[config.mk]
export PLATFORM = sky130hd
export DESIGN_NAME = io_uart_tx
export DESIGN_NICKNAME = d
export VERILOG_FILES = /design/src/rtl/io_uart_tx_pkg.sv /design/src/rtl/io_uart_tx_fifo.sv /design/src/rtl/io_uart_tx.sv
export SDC_FILE = /design/constraint.sdc
export NUM_CORES = 1
export LEC_CHECK = 0
export ABC_AREA = 1
export BUFFER_PORTS_ARGS = -buffer_cell sky130_fd_sc_hd__buf_2
export CAP_MARGIN = 25
export CORE_MARGIN = 2
export CORE_UTILIZATION = 40
export DETAILED_ROUTE_END_ITERATION = 16
export HOLD_SLACK_MARGIN = 0.08
export PLACE_DENSITY = 0.54
export RECOVER_POWER = 100
export REMOVE_ABC_BUFFERS = 1
export SETUP_SLACK_MARGIN = 0.2
export SLEW_MARGIN = 20
export SYNTH_ARGS = -nofsm -noshare
export SYNTH_HDL_FRONTEND = slang
export SYNTH_SLANG_ARGS = --single-unit
export TNS_END_PERCENT = 5
[constraint.sdc]
create_clock -name clock -period 2.8 [get_ports clock]
set_clock_uncertainty 0.2 [all_clocks]
set_input_delay 0.56 -clock clock [delete_from_list [all_inputs] [get_ports clock]]
set_output_delay 0.56 -clock clock [all_outputs]
set_load 0.03 [all_outputs]
[src/rtl/io_uart_tx_pkg.sv]
// -----------------------------------------------------------------------------
// io_uart_tx_pkg
//   Shared definitions for the memory-mapped UART transmitter:
//     - tx_state_e     : transmit FSM state encoding
//     - REG_TX/REG_STAT: register offsets relative to the block base address
//     - STAT_*         : bit positions inside the status register
//     - pack_status()  : assembles the status byte from its flags
// -----------------------------------------------------------------------------
package io_uart_tx_pkg;

    typedef enum logic [1:0] {
        ST_IDLE  = 2'd0,
        ST_START = 2'd1,
        ST_DATA  = 2'd2,
        ST_STOP  = 2'd3
    } tx_state_e;

    // Register offsets from BASE.
    localparam logic [7:0] REG_TX   = 8'd0;
    localparam logic [7:0] REG_STAT = 8'd1;

    // Status register bit positions.
    localparam int STAT_FULL  = 0;
    localparam int STAT_EMPTY = 1;
    localparam int STAT_BUSY  = 2;
    localparam int STAT_OVF   = 3;

    // Status byte layout: {4'b0, overflow, busy, empty, full}.
    function automatic logic [7:0] pack_status(
        input logic ovf,
        input logic busy,
        input logic empty,
        input logic full
    );
        logic [7:0] s;
        s              = 8'h00;
        s[STAT_OVF]    = ovf;
        s[STAT_BUSY]   = busy;
        s[STAT_EMPTY]  = empty;
        s[STAT_FULL]   = full;
        return s;
    endfunction

endpackage

[src/rtl/io_uart_tx_fifo.sv]
// -----------------------------------------------------------------------------
// tx_fifo
//   Small synchronous FIFO holding bytes waiting to be serialised.
//   Pointers wrap modulo DEPTH; full/empty come from an occupancy count that is
//   one bit wider than the pointers. A push and a pop at the same edge both take
//   effect, even when the FIFO is full.
//
// Parameters
//   WIDTH : data width in bits
//   DEPTH : number of entries, power of two, at least 2
//
// Ports
//   clock : system clock, rising edge
//   reset : synchronous active-high reset, empties the FIFO
//   push  : write din at this edge (ignored when full unless popping too)
//   pop   : advance the read pointer at this edge (ignored when empty)
//   din   : write data
//   dout  : head entry, valid while empty is low
//   full  : occupancy equals DEPTH
//   empty : occupancy is zero
// -----------------------------------------------------------------------------
module tx_fifo #(
    parameter int WIDTH = 8,
    parameter int DEPTH = 4
) (
    input  logic             clock,
    input  logic             reset,
    input  logic             push,
    input  logic             pop,
    input  logic [WIDTH-1:0] din,
    output logic [WIDTH-1:0] dout,
    output logic             full,
    output logic             empty
);

    localparam int             AW         = $clog2(DEPTH);
    localparam logic [AW:0]    FULL_COUNT = (AW+1)'(DEPTH);

    logic [WIDTH-1:0] r_mem [DEPTH];
    logic [AW-1:0]    r_wr_ptr;
    logic [AW-1:0]    r_rd_ptr;
    logic [AW:0]      r_count;

    logic w_do_pop;
    logic w_do_push;

    assign full  = (r_count == FULL_COUNT);
    assign empty = (r_count == '0);
    assign dout  = r_mem[r_rd_ptr];

    // A pop frees the slot the push needs, so a full FIFO still accepts a
    // write when it is being read at the same edge.
    assign w_do_pop  = pop && !empty;
    assign w_do_push = push && (!full || w_do_pop);

    // NOTE: sequential state uses non-blocking assignments so every register
    // samples pre-edge values regardless of statement order.
    always_ff @(posedge clock) begin
        if (reset) begin
            r_wr_ptr <= '0;
            r_rd_ptr <= '0;
            r_count  <= '0;
        end else begin
            if (w_do_push) begin
                r_wr_ptr <= r_wr_ptr + AW'(1);
            end
            if (w_do_pop) begin
                r_rd_ptr <= r_rd_ptr + AW'(1);
            end
            case ({w_do_push, w_do_pop})
                2'b10:   r_count <= r_count + (AW+1)'(1);
                2'b01:   r_count <= r_count - (AW+1)'(1);
                default: r_count <= r_count;
            endcase
        end
    end

    // NOTE: the storage array has no reset; entries are only observable after
    // a push, and leaving it unreset lets it map onto plain RAM/register cells.
    always_ff @(posedge clock) begin
        if (w_do_push) begin
            r_mem[r_wr_ptr] <= din;
        end
    end

endmodule

[src/rtl/io_uart_tx.sv]
// -----------------------------------------------------------------------------
// io_uart_tx
//   Memory-mapped 8N1 UART transmitter with a small TX FIFO.
//   A store to BASE queues a byte; a store to BASE+1 clears the sticky overflow
//   flag. Loads from BASE+1 return {4'b0, overflow, busy, empty, full}; every
//   other address reads as zero. Frames are sent back to back while the FIFO
//   holds data, with no idle bit between them.
//
// Parameters
//   CLK_DIV : clock cycles per serial bit, 2..255
//   BASE    : address of the TX data register (status at BASE+1)
//   DEPTH   : FIFO entries, power of two
//
// Ports
//   clock  : system clock, rising edge
//   reset  : synchronous active-high reset
//   addr   : CPU data-bus address
//   w_data : CPU store data
//   w_en   : CPU store strobe, one cycle per store
//   r_data : combinational load data
//   tx     : registered serial output, idle high
// -----------------------------------------------------------------------------
module io_uart_tx
    import io_uart_tx_pkg::*;
#(
    parameter int         CLK_DIV = 16,
    parameter logic [7:0] BASE    = 8'hF0,
    parameter int         DEPTH   = 4
) (
    input  logic       clock,
    input  logic       reset,
    input  logic [7:0] addr,
    input  logic [7:0] w_data,
    input  logic       w_en,
    output logic [7:0] r_data,
    output logic       tx
);

    localparam logic [7:0] ADDR_TX   = BASE + REG_TX;
    localparam logic [7:0] ADDR_STAT = BASE + REG_STAT;
    localparam logic [7:0] BAUD_LAST = 8'(CLK_DIV - 1);

    // Registered state.
    tx_state_e  r_state;
    logic [7:0] r_baud;
    logic [2:0] r_bit_cnt;
    logic [7:0] r_shift;
    logic       r_tx;
    logic       r_overflow;

    // Next-state values from the FSM.
    tx_state_e  w_state_next;
    logic [7:0] w_baud_next;
    logic [2:0] w_bit_next;
    logic [7:0] w_shift_next;
    logic       w_tx_next;
    logic       w_pop;

    // Bus decode and FIFO interface.
    logic       w_store_tx;
    logic       w_store_stat;
    logic       w_baud_done;
    logic       w_busy;
    logic       w_full;
    logic       w_empty;
    logic [7:0] w_dout;

    assign w_store_tx   = w_en && (addr == ADDR_TX);
    assign w_store_stat = w_en && (addr == ADDR_STAT);
    assign w_baud_done  = (r_baud == BAUD_LAST);
    assign w_busy       = (r_state != ST_IDLE);

    tx_fifo #(
        .WIDTH (8),
        .DEPTH (DEPTH)
    ) u_fifo (
        .clock (clock),
        .reset (reset),
        .push  (w_store_tx),
        .pop   (w_pop),
        .din   (w_data),
        .dout  (w_dout),
        .full  (w_full),
        .empty (w_empty)
    );

    // -------------------------------------------------------------------------
    // Transmit FSM, next-state logic.
    // The shift register always holds the current data bit in position 0, so
    // the bit that follows it is r_shift[1] just before the shift.
    // -------------------------------------------------------------------------
    always_comb begin
        // NOTE: every output gets a default first so no path leaves a signal
        // unassigned, which would otherwise infer a latch.
        w_state_next = r_state;
        w_baud_next  = r_baud;
        w_bit_next   = r_bit_cnt;
        w_shift_next = r_shift;
        w_tx_next    = r_tx;
        w_pop        = 1'b0;

        case (r_state)
            ST_IDLE: begin
                w_baud_next = '0;
                if (!w_empty) begin
                    w_pop        = 1'b1;
                    w_shift_next = w_dout;
                    w_bit_next   = '0;
                    w_tx_next    = 1'b0;
                    w_state_next = ST_START;
                end
            end

            ST_START: begin
                if (w_baud_done) begin
                    w_baud_next  = '0;
                    w_tx_next    = r_shift[0];
                    w_state_next = ST_DATA;
                end else begin
                    w_baud_next = r_baud + 8'd1;
                end
            end

            ST_DATA: begin
                if (w_baud_done) begin
                    w_baud_next = '0;
                    if (r_bit_cnt == 3'd7) begin
                        w_tx_next    = 1'b1;
                        w_state_next = ST_STOP;
                    end else begin
                        w_shift_next = {1'b0, r_shift[7:1]};
                        w_tx_next    = r_shift[1];
                        w_bit_next   = r_bit_cnt + 3'd1;
                    end
                end else begin
                    w_baud_next = r_baud + 8'd1;
                end
            end

            ST_STOP: begin
                if (w_baud_done) begin
                    w_baud_next = '0;
                    if (!w_empty) begin
                        // Chain straight into the next start bit.
                        w_pop        = 1'b1;
                        w_shift_next = w_dout;
                        w_bit_next   = '0;
                        w_tx_next    = 1'b0;
                        w_state_next = ST_START;
                    end else begin
                        w_state_next = ST_IDLE;
                    end
                end else begin
                    w_baud_next = r_baud + 8'd1;
                end
            end

            default: begin
                w_state_next = ST_IDLE;
                w_baud_next  = '0;
                w_tx_next    = 1'b1;
            end
        endcase
    end

    // -------------------------------------------------------------------------
    // State registers.
    // -------------------------------------------------------------------------
    always_ff @(posedge clock) begin
        if (reset) begin
            r_state   <= ST_IDLE;
            r_baud    <= '0;
            r_bit_cnt <= '0;
            r_shift   <= '0;
            r_tx      <= 1'b1;
        end else begin
            r_state   <= w_state_next;
            r_baud    <= w_baud_next;
            r_bit_cnt <= w_bit_next;
            r_shift   <= w_shift_next;
            r_tx      <= w_tx_next;
        end
    end

    // Sticky overflow: set by a store that finds the FIFO full with no pop in
    // the same edge, cleared by any store to the status register.
    always_ff @(posedge clock) begin
        if (reset) begin
            r_overflow <= 1'b0;
        end else if (w_store_stat) begin
            r_overflow <= 1'b0;
        end else if (w_store_tx && w_full && !w_pop) begin
            r_overflow <= 1'b1;
        end
    end

    // -------------------------------------------------------------------------
    // Outputs.
    // -------------------------------------------------------------------------
    assign tx     = r_tx;
    assign r_data = (addr == ADDR_STAT) ? pack_status(r_overflow, w_busy, w_empty, w_full)
                                        : 8'h00;

endmodule

# Word level (Yosys, flattened, before mapping)
# Memories as Yosys holds them, arrays and structs flattened. A register that Yosys moved wholly into a read port is not among the register bits.
# Index checks and enable logic that the tools add are counted.
# Widths: inputs -> output; s select.
[op_classes]
addsub = 6
mul = 0
div_mod_pow = 0
order_cmp = 0
n_eq_ne = 16
n_shift = 0
muxes = 34
n_bitwise = 0
n_reduce_logical = 20
[ops]
columns = ["operator", "count"]
rows = [
  ["$mux 8", 5],
  ["$pmux 8 s3", 1],
  ["$eq 8x8->1 const B", 2],
  ["$pmux 8 s2", 1],
  ["$mux 2", 7],
  ["$mux 3", 4],
  ["$ne 2x2->1 const B", 6],
  ["$mux 1", 10],
  ["$pmux 3 s3", 1],
  ["$add 8x1->8 const B", 1],
  ["$eq 8x4->1 const B", 1],
  ["$pmux 2 s4", 1],
  ["$add 3x1->3 const B", 2],
  ["$eq 2x2->1 const B", 3],
  ["$eq 3x3->1 const B", 2],
  ["$logic_and 1x1->1", 6],
  ["$pmux 3 s2", 1],
  ["$reduce_and 5->1", 1],
  ["$add 2x1->2 const B", 2],
  ["$eq 2x1->1 const B", 2],
  ["$mux 4", 1],
  ["$pmux 1 s4", 1],
  ["$reduce_and 4->1", 1],
  ["$reduce_bool 2->1", 2],
  ["10 further kinds", 12],
]
[word_totals]
reg_bits = 30
latch_bits = 0
mem_bits_rw = 32
romBits = 0
inputBits = 19
word_cells = 86
mem_count = 1
[mem_list]
columns = ["memory", "words", "width", "read_ports", "rd_ports_with_merged_regs", "wr", "line_no", "source"]
rows = [
  ["u_fifo.r_mem", 4, 8, 1, 1, 1, "io_uart_tx_fifo.sv:39", "logic [WIDTH-1:0] r_mem [DEPTH];"],
]

# Longest topological paths before layout
# Gate-level depths: netlist of the first run.
[logic_depth]
word_depth = 9
ltp_mapped = 15
ltp_nobuf = 15

# Modules after synthesis
# From an unflattened synthesis of the first run, not the netlist that was laid out.
[hier_totals]
cells_unflattened = 335
hier_area_um2 = 3066.7
[by_module_without_submodules]
columns = ["module", "n_inst", "cells_per_inst", "area_per_inst_um2"]
rows = [
  ["tx_fifo", 1, 150, 1706.6],
  ["io_uart_tx", 1, 185, 1360.1],
]

# Least setup slack after synthesis of the first run
# No wires, ideal clock.
[synth_path]
kind = "flip-flop to flip-flop"
startpoint = "register r_state[0]"
endpoint = "register u_fifo.r_count[2]"
setup_time_ps = 122
t_arrival_ps = 2153
path_slack_ps = 325
stages_incl_launch_ff = 14
n_path_buf = 0
cell_sequence = "dfxtp_1 > inv_1 > ha_1 > inv_1 > nand2_1 > nand2_2 > nand2_2 > ha_1 > inv_1 > fa_1 > a21oi_1 > o21ai_0 > o21ai_0 > a21oi_1"
[synth_via]
elab_chain_len = 7
[synth_rtl]
columns = ["item", "line_no", "source"]
rows = [
  ["from (decl)", "io_uart_tx.sv:44", "tx_state_e r_state;"],
  ["from (signal assigned)", "io_uart_tx.sv:177", "r_state <= w_state_next;"],
  ["$eq 2x2->1 or $logic_not 2->1 (tied branches)", "io_uart_tx.sv:102", "case (r_state)"],
  ["$pmux 1 s2 *", "io_uart_tx.sv:102", ""],
  ["$logic_and 1x1->1 *", "io_uart_tx_fifo.sv:53", "assign w_do_pop = pop && !empty;"],
  ["$logic_or 1x1->1", "io_uart_tx_fifo.sv:54", "assign w_do_push = push && (!full || w_do_pop);"],
  ["$logic_and 1x1->1", "io_uart_tx_fifo.sv:54", ""],
  ["$eq 2x1->1 or $eq 2x2->1 (tied branches)", "io_uart_tx_fifo.sv:70", "case ({w_do_push, w_do_pop})"],
  ["$pmux 3 s2 or $reduce_bool 2->1 (tied branches)", "-", ""],
  ["to (signal assigned)", "io_uart_tx_fifo.sv:71", "2'b10: r_count <= r_count + (AW+1)'(1);"],
  ["to (signal assigned)", "io_uart_tx_fifo.sv:72", "2'b01: r_count <= r_count - (AW+1)'(1);"],
  ["to (signal assigned)", "io_uart_tx_fifo.sv:73", "default: r_count <= r_count;"],
  ["to (decl)", "io_uart_tx_fifo.sv:42", "logic [AW:0] r_count;"],
]
# Mark *: on every way between the ends. The rest lies on a longest branch, timed or not.
# A chain may end at the register's enable or synchronous reset.

# Worst setup path in the final report of the first run
[layout_path]
startpoint = "register r_baud[0]"
endpoint = "register u_fifo.r_count[2]"
[layout_via]
elab_chain_len = 8
[layout_rtl]
columns = ["item", "line_no", "source"]
rows = [
  ["from (decl)", "io_uart_tx.sv:45", "logic [7:0] r_baud;"],
  ["from (signal assigned)", "io_uart_tx.sv:178", "r_baud <= w_baud_next;"],
  ["$eq 8x4->1 *", "io_uart_tx.sv:70", "assign w_baud_done = (r_baud == BAUD_LAST);"],
  ["$mux 1 *", "io_uart_tx.sv:141", "if (w_baud_done) begin"],
  ["$pmux 1 s2 *", "io_uart_tx.sv:102", ""],
  ["$logic_and 1x1->1 *", "io_uart_tx_fifo.sv:53", ""],
  ["$logic_or 1x1->1", "io_uart_tx_fifo.sv:54", ""],
  ["$logic_and 1x1->1", "io_uart_tx_fifo.sv:54", ""],
  ["$eq 2x1->1 or $eq 2x2->1 (tied branches)", "io_uart_tx_fifo.sv:70", ""],
  ["$pmux 3 s2 or $reduce_bool 2->1 (tied branches)", "-", ""],
]
# Marked as above.

==> results.tsv, run 1 <==
stage	metric	value	unit
global_route	use_met3	3.878	%
floorplanning	die_h	89.43	um
routing	ant_nets	0	
finish	nets	380	
clock_tree	postCtsHoldBufs	0	
setup_path	crit_fanout	5	
floorplanning	die_w	89.43	um
global_route	grt_most_used_layer	met2	
finish	diodes	0	
synthesis	yosysTopAreaCellShare	32.92	%
floorplanning	num_rows	31	
global_route	met2_usage	21.48	%
finish	final_common_cell	nor2_1	
place	numPortBuffers	23	
clock_tree	cts-buffers-inserted	9	
synthesis	synthTopCellsByArea	edfxtp_1 33%, dfxtp_1 22%, nor2_1 7.1%	
sta	finalHoldViolations	0	
setup_path	crit_required	2.83	ns
synthesis	yosysWarnings	0	
place	place_inst	434	
synthesis	synth_area	0.002919	sq mm
power_and_ir_drop	irDropWorstVdd	0.2424	mV
routing	drc	0	
outcome	status	completed	
floorplanning	initial_core_util	40.68	%
finish	area_growth	14.83	%
floorplanning	die_area	0.007997	sq mm
finish	final_cell_count_no_fill	451	
clock_tree	htreeDepth	3	
power_and_ir_drop	power_density	751.8	mW/mm^2
setup_path	cp-start-kind	register	
power_and_ir_drop	cellLeakagePower	1.272	nW
routing	vias	2129	
finish	layout-drive-gt1-share	12.50	%
routing	via_per_inst	4.721	
sta	slew_headroom	61.80	%
global_route	grt_usage	15.15	%
hold_path	hold_class	reg2reg	
place	dp_hpwl	3862	um
clock_tree	clkSinkCount	64	
sta	finalSetupViolCount	0	
sta	setup_tns	0	ns
routing	wirelength	5666	um
setup_path	criticalPathCategory	reg2reg	
routing	dr.pass1.iters	4	
global_route	grt_max_degree	18	
synthesis	syn_inst	314	
setup_path	worst_setup_path_end_kind	register	
clock_tree	cts-root-buf	clkbuf_8	
sta	fmax	401.2	MHz
global_route	use_met1	21.11	%
global_route	grt-ovfl-total	0	
synthesis	synth.largest_area_cell	edfxtp_1	
global_route	grt_first_pass_wirelength	8818	um
floorplanning	design.core.area	0.007176	sq mm
setup_path	arrival	2.52	ns
synthesis	syn_avg_cell_area	9.296	sq um
sta	post-route-period-util	89.02	%
floorplanning	ios	28	
global_route	grt_pass1_vias	1857	
sta	period_minus_slack	2.493	ns
clock_tree	cts_buffer_depth	2	
clock_tree	cts_tree	yes	
finish	final_cell_mix	56 x nor2_1, 32 x nand2_1, 32 x edfxtp_1	
run	drv_cap	0	
global_route	antenna_found_initial	0	
synthesis	synth_cell_type_count	33	
place	place.gp.congestion	0.7978	
routing	drt_iter0_drc	119	
synthesis	yosysSeqAreaShare	54.86	%
sta	slew_viol_final	0	
clock_tree	clk_pin_slew	0.07	ns
synthesis	ys_ff_latch	64	
sta	rsz0062_at_grt	no	
sta	worst_slew_pin_slew	0.5729	ns
clock_tree	clk_latency	0.34	ns
routing	avgRoutedWirePerCell	12.56	um
==> worst max-delay path: stages (launching register included) <==
cell and delay, ns:
dfxtp_1 0.33, ha_1 0.23, nand3_2 0.09, nor2_1 0.07, nand2_1 0.13, nand2_1 0.08
nand2_2 0.10, nand2_4 0.08, nand2_4 0.08, ha_1 0.16, inv_2 0.05, fa_1 0.39
a21oi_2 0.12, o21ai_1 0.09, o21ai_1 0.13, a21oi_1 0.05
==> routing by layer <==
layer,share of wire (%),vias to the layer above
met1,50,962
met2,44,36
li1,-,1119
met3,4.0,12
met4,2.5,0
met5,0,-
==> worst paths after layout <==
kind | from | to | slack (ns) | cells past startpoint
min reg2reg | r_baud[0] | r_baud[0] | 0.25 | 1
max reg2reg | r_baud[0] | u_fifo.r_count[2] | 0.31 | 15
min | r_baud[0] | r_baud[0] | 0.25 | 1
max | r_baud[0] | u_fifo.r_count[2] | 0.31 | 15
==> stage by stage <==
step / power [mW] / cell area, sq um / setup WS (ns) / hold slack [ns] / util [%]
detailed placement: 1.675 / 3148 / 0.1441 / 0.2365 / 43.87
CTS: 2.552 / 3371 / 0.2265 / 0.2174 / 46.97
finish: 2.520 / 3352 / 0.3075 / 0.2494 / 46.71
global placement: 1.666 / 3148 / 0.2035 / 0.2290 / 43.87
global route: 2.667 / 3352 / 0.1196 / 0.2658 / 46.71
floorplan: 1.508 / 2856 / 0.3250 / 0.2179 / -
==> layout make-up <==
class / count / area (sq um)
clock inverter: 7 / 95.09
sequential: 64 / 1603
tap: 99 / 123.9
inverter: 30 / 112.6
multi-input combinational: 211 / 1154
timing repair buffer: 31 / 140.1
clock buffer: 9 / 123.9
fill: 703 / 3824
==> Yosys cell counts <==
cell type and number:
inv_2 2, fa_1 1, inv_1 28, a21boi_0 1, o21ai_1 2, buf_4 4, nor2_1 55, ha_1 13
nor2_2 2, dfxtp_1 32, o22ai_1 2, nand3_2 3, a21oi_1 28, edfxtp_1 32, nor3b_1 2, a21oi_4 2
buf_2 4, nand2_2 3, nand3_1 18, conb_1 1, xor2_1 1, nor3_1 3, clkbuf_2 1, nand2_1 34
or2_1 1, o211ai_2 1, buf_6 1, nand4_1 1, clkbuf_1 2, xnor2_1 1, o21ai_0 24, o211ai_1 6
and3_1 3
==> where the power goes <==
| group | internal [mW] | leakage [nW] | switching [mW] |
|---|---|---|---|
| Sequential | 1.04 | 0.547 | 0.0434 |
| Combinational | 0.178 | 0.614 | 0.381 |
| Clock | 0.502 | 0.111 | 0.372 |
==> cells by family (layout without fill, tap and decap cells) <==
group	count (synthesis)	in the layout	share of synthesized area, %
AND/OR/NAND/NOR	125	125	18.73
AO/OA/AOI/OAI	66	66	13.03
flip-flops	64	64	54.86
buffers and inverters	42	77	6.387
adder cells (fa/ha/maj)	14	14	6.258
XOR/XNOR	2	2	0.6002
other	1	4	0.1285
==> sequential cells by signal, summed over array words and instances, names as in the netlist, named ones only <==
name             count
u_fifo.r_count       3
tx                   1
u_fifo.r_mem        32
u_fifo.r_wr_ptr      2
r_overflow           1
r_bit_cnt            3
r_shift              8
u_fifo.r_rd_ptr      2
r_state              2
r_baud               8
==> timing repair <==
| action | in CTS | in global routing |
|---|---|---|
| resized for setup | 2 | 12 |
| buffers inserted | 0 | 1 |
| setup endpoints to repair | 1 | 2 |
| pin swaps | 0 | 3 |
| gates cloned | 0 | 0 |
Note: power is estimated with default switching activity, not from simulation.
==> run 2: changes to the inputs <==
- REMOVE_ABC_BUFFERS: 1 -> default
==> results.tsv, run 2 (synthesized netlist as in run 1, its figures left out) <==
stage	metric	value	unit	change
outcome	status	completed		
finish	area_growth	15.17	%	
routing	routed-wl-met2	2541	um	+2.2%
power_and_ir_drop	swShare	31.05	%	-0.53 points
routing	top_layer	met4		
setup_path	crit_required	2.87	ns	+0.04 ns
power_and_ir_drop	p_clk_share	34.5	%	-0.2 points
floorplanning	die_w	89.43	um	unchanged
global_route	grt-ovfl-total	0		unchanged
clock_tree	cts-root-buf	clkbuf_8		
sta	slew_headroom	57.09	%	-4.7 points
place	post_dp_cell_area	0.003148	sq mm	unchanged
finish	nets	381		+0.26%
floorplanning	num_rows	31		unchanged
routing	wirelength	5689	um	+0.41%
place	dp_hpwl	3886	um	+0.61%
global_route	grt_usage	15.88	%	+0.73 points
floorplanning	ios	28		unchanged
sta	finalHoldViolations	0		unchanged
clock_tree	clkSinkCount	64		unchanged
sta	slew_viol_final	0		unchanged
routing	ant_nets	0		unchanged
finish	final_common_cell	nor2_1		
setup_path	arrival	2.57	ns	+0.05 ns
clock_tree	clk_latency	0.34	ns	about the same
routing	via_per_inst	4.777		+1.2%
sta	timing.hold.ws	0.2184	ns	-0.03105 ns
clock_tree	cts-buffers-inserted	9		unchanged
power_and_ir_drop	cellLeakagePower	1.273	nW	about the same
finish	largest_register_ffs	32		unchanged
finish	final_cell_mix	55 x nor2_1, 32 x nand2_1, 32 x edfxtp_1		
power_and_ir_drop	sequentialPowerShare	43.6	%	+0.5 points
global_route	antenna_found_initial	0		unchanged
finish	layout-drive-gt1-share	13.60	%	+1.1 points
clock_tree	cts_buffer_depth	2		unchanged
place	place.gp.congestion	0.7785		-2.4%
power_and_ir_drop	p_int	1.730	mW	+0.32%
routing	drt_iter0_drc	101		-15%
clock_tree	clk_pin_slew	0.07	ns	about the same
clock_tree	cts_tree	yes		
place	numPortBuffers	23		unchanged
global_route	grt_max_degree	18		unchanged
finish	reg.largest.list	u_fifo.r_mem (32), r_baud (8), r_shift (8)		
floorplanning	design.core.area	0.007176	sq mm	unchanged
routing	dr.pass1.iters	4		unchanged
power_and_ir_drop	power_density	746.3	mW/mm^2	-0.74%
power_and_ir_drop	pwr-share-comb	21.9	%	-0.3 points
clock_tree	htreeDepth	3		unchanged
finish	design_area	0.003362	sq mm	+0.30%
setup_path	criticalPathCategory	reg2reg		
sta	period_minus_slack	2.496	ns	+0.003685 ns
floorplanning	initial_core_util	40.68	%	unchanged
routing	avgRoutedWirePerCell	12.59	um	+0.18%
sta	worst_slew_pin_slew	0.6436	ns	+0.07066 ns
finish	largest_register	u_fifo.r_mem		
finish	diodes	0		unchanged
sta	fmax	400.6	MHz	-0.15%
routing	m1WireLength	2898	um	+3.0%
sta	setup_tns	0	ns	unchanged
sta	post-route-period-util	89.15	%	+0.13 points
run	drv_cap	0		unchanged
setup_path	slowest_stage	fa_2		
routing	drc	0		unchanged
setup_path	reg2reg_slack	0.30	ns	about the same
hold_path	hold_class	reg2reg		
global_route	grt_pass1_vias	1965		+5.8%
setup_path	cp-start-kind	register		
setup_path	crit_fanout	7		+2
setup_path	worst_setup_path_end_kind	register		
power_and_ir_drop	switching_power	0.7791	mW	-2.1%
sta	rsz0062_at_grt	yes		
setup_path	cp_cell_sequence	ha_1, inv_1, a21oi_1, nand2_2, nand2_1, nand2_2, nand2_1, nand2_4, ha_1, inv_1, fa_2, nor2_1, a21oi_1, nor2_1		
power_and_ir_drop	irDropWorstVdd	0.3766	mV	+55%
sta	finalSetupViolCount	0		unchanged
global_route	grt_first_pass_wirelength	9315	um	+5.6%
routing	wl_met3	193	um	-14%
routing	vias	2159		+1.4%
floorplanning	die_h	89.43	um	unchanged
floorplanning	die_area	0.007997	sq mm	unchanged
setup_path	cp_slowest_stage_delay	0.43	ns	+0.04 ns
[run 2: power groups by stage]
stage | Sequential [mW] | Combinational (mW) | Clock (mW)
after global placement | 1.10 | 0.561 | 0
after detailed placement | 1.11 | 0.564 | 0
final | 1.09 | 0.551 | 0.865
after CTS | 1.09 | 0.568 | 0.889
after global routing | 1.10 | 0.633 | 0.930
after floorplan | 1.11 | 0.427 | 0
[run 2: final timing paths]
path	start	end	cells past startpoint
setup reg to reg	r_state[0]	u_fifo.r_count[1]	14
setup / recovery	r_state[0]	u_fifo.r_count[1]	14
hold / removal	r_baud[0]	r_baud[0]	1
hold reg to reg	r_baud[0]	r_baud[0]	1
[run 2: area by class of cell]
type / count / area, sq um
inverters: 30 / 112.6
well taps: 99 / 123.9
fillers: 683 / 3814
repair buffers: 32 / 146.4
multi-input cells: 211 / 1152
clock inverters: 7 / 95.09
clock buffers: 9 / 123.9
flip-flops and latches: 64 / 1608
[run 2: critical path: cells and delay by family, from the launching register on]
| family | cells | cell delay (ns) |
|---|---|---|
| buffers and inverters | 2 | 0.14 |
| adders and majority gates | 3 | 0.77 |
| and+or+nand+nor | 7 | 0.70 |
| AOI/OAI and AO/OA | 2 | 0.23 |
| DFF | 1 | 0.38 |
[run 2: what timing repair did]
action | CTS | global route
hold buffers | 0 | 0
setup buffers | 0 | 2
gates resized for setup | 2 | 13
gates cloned | 0 | 0
pin swaps | 0 | 5
setup endpoints to repair | 1 | 2
[run 2: metal layers]
| layer | track usage (%) | vias to the layer above |
|---|---|---|
| met5 | 0 | - |
| met4 | 7.598 | 0 |
| met3 | 4.247 | 4 |
| met2 | 23.64 | 40 |
| met1 | 21.46 | 993 |
| li1 | - | 1122 |
[run 2: metrics by stage]
| step | std cells | worst slack, ns | utilization, % | total power [mW] |
|---|---|---|---|---|
| after floorplan | 317 | 0.3250 | - | 1.538 |
| after global placement | 434 | 0.2125 | 43.87 | 1.665 |
| after detailed placement | 434 | 0.1286 | 43.87 | 1.670 |
| after CTS | 450 | 0.2226 | 46.97 | 2.544 |
| after global routing | 452 | 0.1021 | 46.85 | 2.665 |
| final | 452 | 0.3038 | 46.85 | 2.509 |
==> run 3: changes to the inputs <==
- PLACE_DENSITY: 0.54 -> 0.56
- clock period: 2.8 -> 2.2 ns (I/O delays scaled with it)
==> results.tsv, run 3 (synthesized netlist as in run 1, its figures left out) <==
stage	metric	value	unit	change
place	dp_hpwl	4013	um	+3.3%
floorplanning	design.core.area	0.007176	sq mm	unchanged
sta	worst_slack	-0.007427	ns	-0.3112 ns
routing	dr.pass1.iters	4		unchanged
floorplanning	num_rows	31		unchanged
finish	reg.largest.list	u_fifo.r_mem (32), r_baud (8), r_shift (8)		
hold_path	min_from	w_data[4]		
floorplanning	ios	28		unchanged
power_and_ir_drop	cellLeakagePower	1.421	nW	+12%
routing	drc	0		unchanged
power_and_ir_drop	irDropWorstVdd	0.4531	mV	+20%
clock_tree	cts_tree	yes		
sta	post-route-period-util	100.3	%	+11 points
routing	drt_iter0_drc	70		-31%
sta	slew_viol_final	0		unchanged
hold_path	worstHoldEndpoint	u_fifo.r_mem[0][4]		
clock_tree	clk_latency	0.33	ns	about the same
sta	period_minus_slack	2.207	ns	-0.2888 ns
finish	num-fill-cells	667		-2.3%
finish	area_growth	26.70	%	
sta	setup_tns	-0.007427	ns	-0.007427 ns
finish	final_common_cell	nor2_1		
outcome	violations	negative setup slack		
outcome	status	complete, but fails checks		
global_route	antenna_found_initial	0		unchanged
sta	fmax	453.0	MHz	+13%
clock_tree	clkSinkCount	64		unchanged
setup_path	arrival	2.23	ns	-0.34 ns
setup_path	worst_setup_path_end_kind	register		
setup_path	cp_cell_sequence	ha_4, inv_2, a21oi_2, nand2_4, a21oi_4, ha_4, inv_4, fa_2, a21oi_2, o21ai_2, o21ai_1, a21oi_1		
run	drv_cap	0		unchanged
power_and_ir_drop	finalPower	3.328	mW	+33%
power_and_ir_drop	power_density	899.9	mW/mm^2	+21%
global_route	grt-ovfl-total	0		unchanged
setup_path	rr_startpoint	r_state[1]		
finish	layout-drive-gt1-share	26.22	%	+13 points
setup_path	r2r_cells	12		-2
finish	largest_register	u_fifo.r_mem		
global_route	grt_pass1_vias	1992		+1.4%
clock_tree	clk_pin_slew	0.07	ns	about the same
clock_tree	htreeDepth	3		unchanged
place	place.gp.congestion	0.6978		-10%
setup_path	crit_required	2.22	ns	-0.65 ns
finish	nets	398		+4.5%
place	place_inst	447		+3.0%
global_route	grt_max_degree	17		-1
global_route	grt_first_pass_wirelength	9384	um	+0.74%
clock_tree	cts_buffer_depth	2		unchanged
routing	via_per_inst	4.733		-0.90%
routing	avgRoutedWirePerCell	12.23	um	-2.9%
place	numPortBuffers	23		unchanged
setup_path	slowest_stage	dfxtp_4		
floorplanning	die_h	89.43	um	unchanged
finish	final_cell_mix	49 x nor2_1, 32 x edfxtp_1, 29 x nand2_1		
floorplanning	die_w	89.43	um	unchanged
routing	vias	2220		+2.8%
setup_path	criticalPathCategory	reg2reg		
place	post_dp_cell_area	0.003359	sq mm	+6.7%
sta	rsz0062_at_grt	yes		
hold_path	min_path_cells	1		unchanged
clock_tree	postCtsHoldBufs	0		unchanged
setup_path	crit_fanout	3		-4
finish	largest_register_ffs	32		unchanged
finish	final_cell_count_no_fill	469		+3.8%
sta	finalHoldViolations	0		unchanged
floorplanning	die_area	0.007997	sq mm	unchanged
setup_path	cp-start-kind	register		
sta	finalSetupViolCount	1		+1
routing	ant_nets	0		unchanged
finish	design_area	0.003699	sq mm	+10%
finish	utilization	51.54	%	+4.7 points
routing	wirelength	5734	um	+0.79%
setup_path	cp_slowest_stage_delay	0.38	ns	-0.05 ns
hold_path	hold_class	in2reg		
clock_tree	cts-buffers-inserted	9		unchanged
global_route	grt_usage	15.86	%	-0.022 points
clock_tree	cts-root-buf	clkbuf_8		
floorplanning	initial_core_util	40.68	%	unchanged
setup_path	rr_endpoint	u_fifo.r_count[2]		
setup_path	reg2reg_slack	-0.007	ns	-0.31 ns
finish	diodes	0		unchanged
-- run 3: changes by cell type in the layout (fill, tap and decap cells not counted), moves of 4 or more --
| cell | change |
|---|---|
| buf_4 | +23 |
| clkbuf_1 | -8 |
| nor2_1 | -6 |
| inv_1 | -5 |
| ha_1 | -4 |
| ha_4 | +4 |
| nor2_4 | +4 |
-- run 3: area by class of cell --
| class | instances | area (sq um) | area share [%] |
|---|---|---|---|
| sequential | 64 | 1612 | 43.57 |
| multi-input combinational | 211 | 1295 | 35.01 |
| timing repair buffer | 49 | 337.8 | 9.134 |
| clock buffer | 11 | 131.4 | 3.552 |
| tap | 99 | 123.9 | 3.349 |
| inverter | 30 | 117.6 | 3.180 |
| clock inverter | 5 | 81.33 | 2.199 |
-- run 3: routing by layer --
| metal | track usage, % | up-vias | part of all wire, % |
|---|---|---|---|
| met2 | 25.93 | 25 | 48 |
| met4 | 5.699 | 0 | 1.5 |
| met5 | 0 | - | 0 |
| met1 | 19.88 | 1030 | 47 |
| met3 | 4.801 | 9 | 3.1 |
| li1 | - | 1156 | - |
-- run 3: worst max-delay path by stage --
stage / startpoint / endpoint / slack (ns) / cells after the start
6_report: r_state[1] / u_fifo.r_count[2] / -0.007 / 12
3_3_place_gp: addr[3] / u_fifo.r_count[1] / -0.02 / 12
4_1_cts: r_baud[0] / u_fifo.r_count[2] / -0.02 / 12
3_5_place_dp: addr[3] / u_fifo.r_count[1] / -0.06 / 12
5_1_grt: r_baud[1] / u_fifo.r_count[2] / -0.13 / 12
2_1_floorplan: r_state[0] / u_fifo.r_count[1] / 0.05 / 14
-- run 3: critical path: cells and delay by family (launching register included) --
family | cells | cell delay, ns
compound gates | 6 | 0.72
fa+ha+maj | 3 | 0.64
flops | 1 | 0.38
simple gates | 1 | 0.09
buf+inv | 2 | 0.08
-- run 3: repair_timing --
action / CTS / global route
gates cloned: 0 / 0
resized for setup: 10 / 21
setup endpoints to repair: 35 / 48
buffers inserted: 2 / 4
pin swaps: 5 / 12
-- run 3: per-stage QoR --
stage               hold slack, ns  setup slack, ns
finish                      0.1526        -0.007427
global route                0.1545          -0.1347
CTS                        0.09436         -0.02297
detailed placement          0.2557         -0.05802
global placement            0.2457         -0.02235
floorplan                   0.2204          0.04730
-- run 3: power by group --
group          leakage (nW)  switching, mW  internal, mW  total (mW)
Sequential            0.549         0.0612          1.34        1.40
Combinational         0.768          0.526         0.315       0.841
Clock                 0.105          0.447         0.639        1.09
Total                  1.42           1.03          2.29        3.33
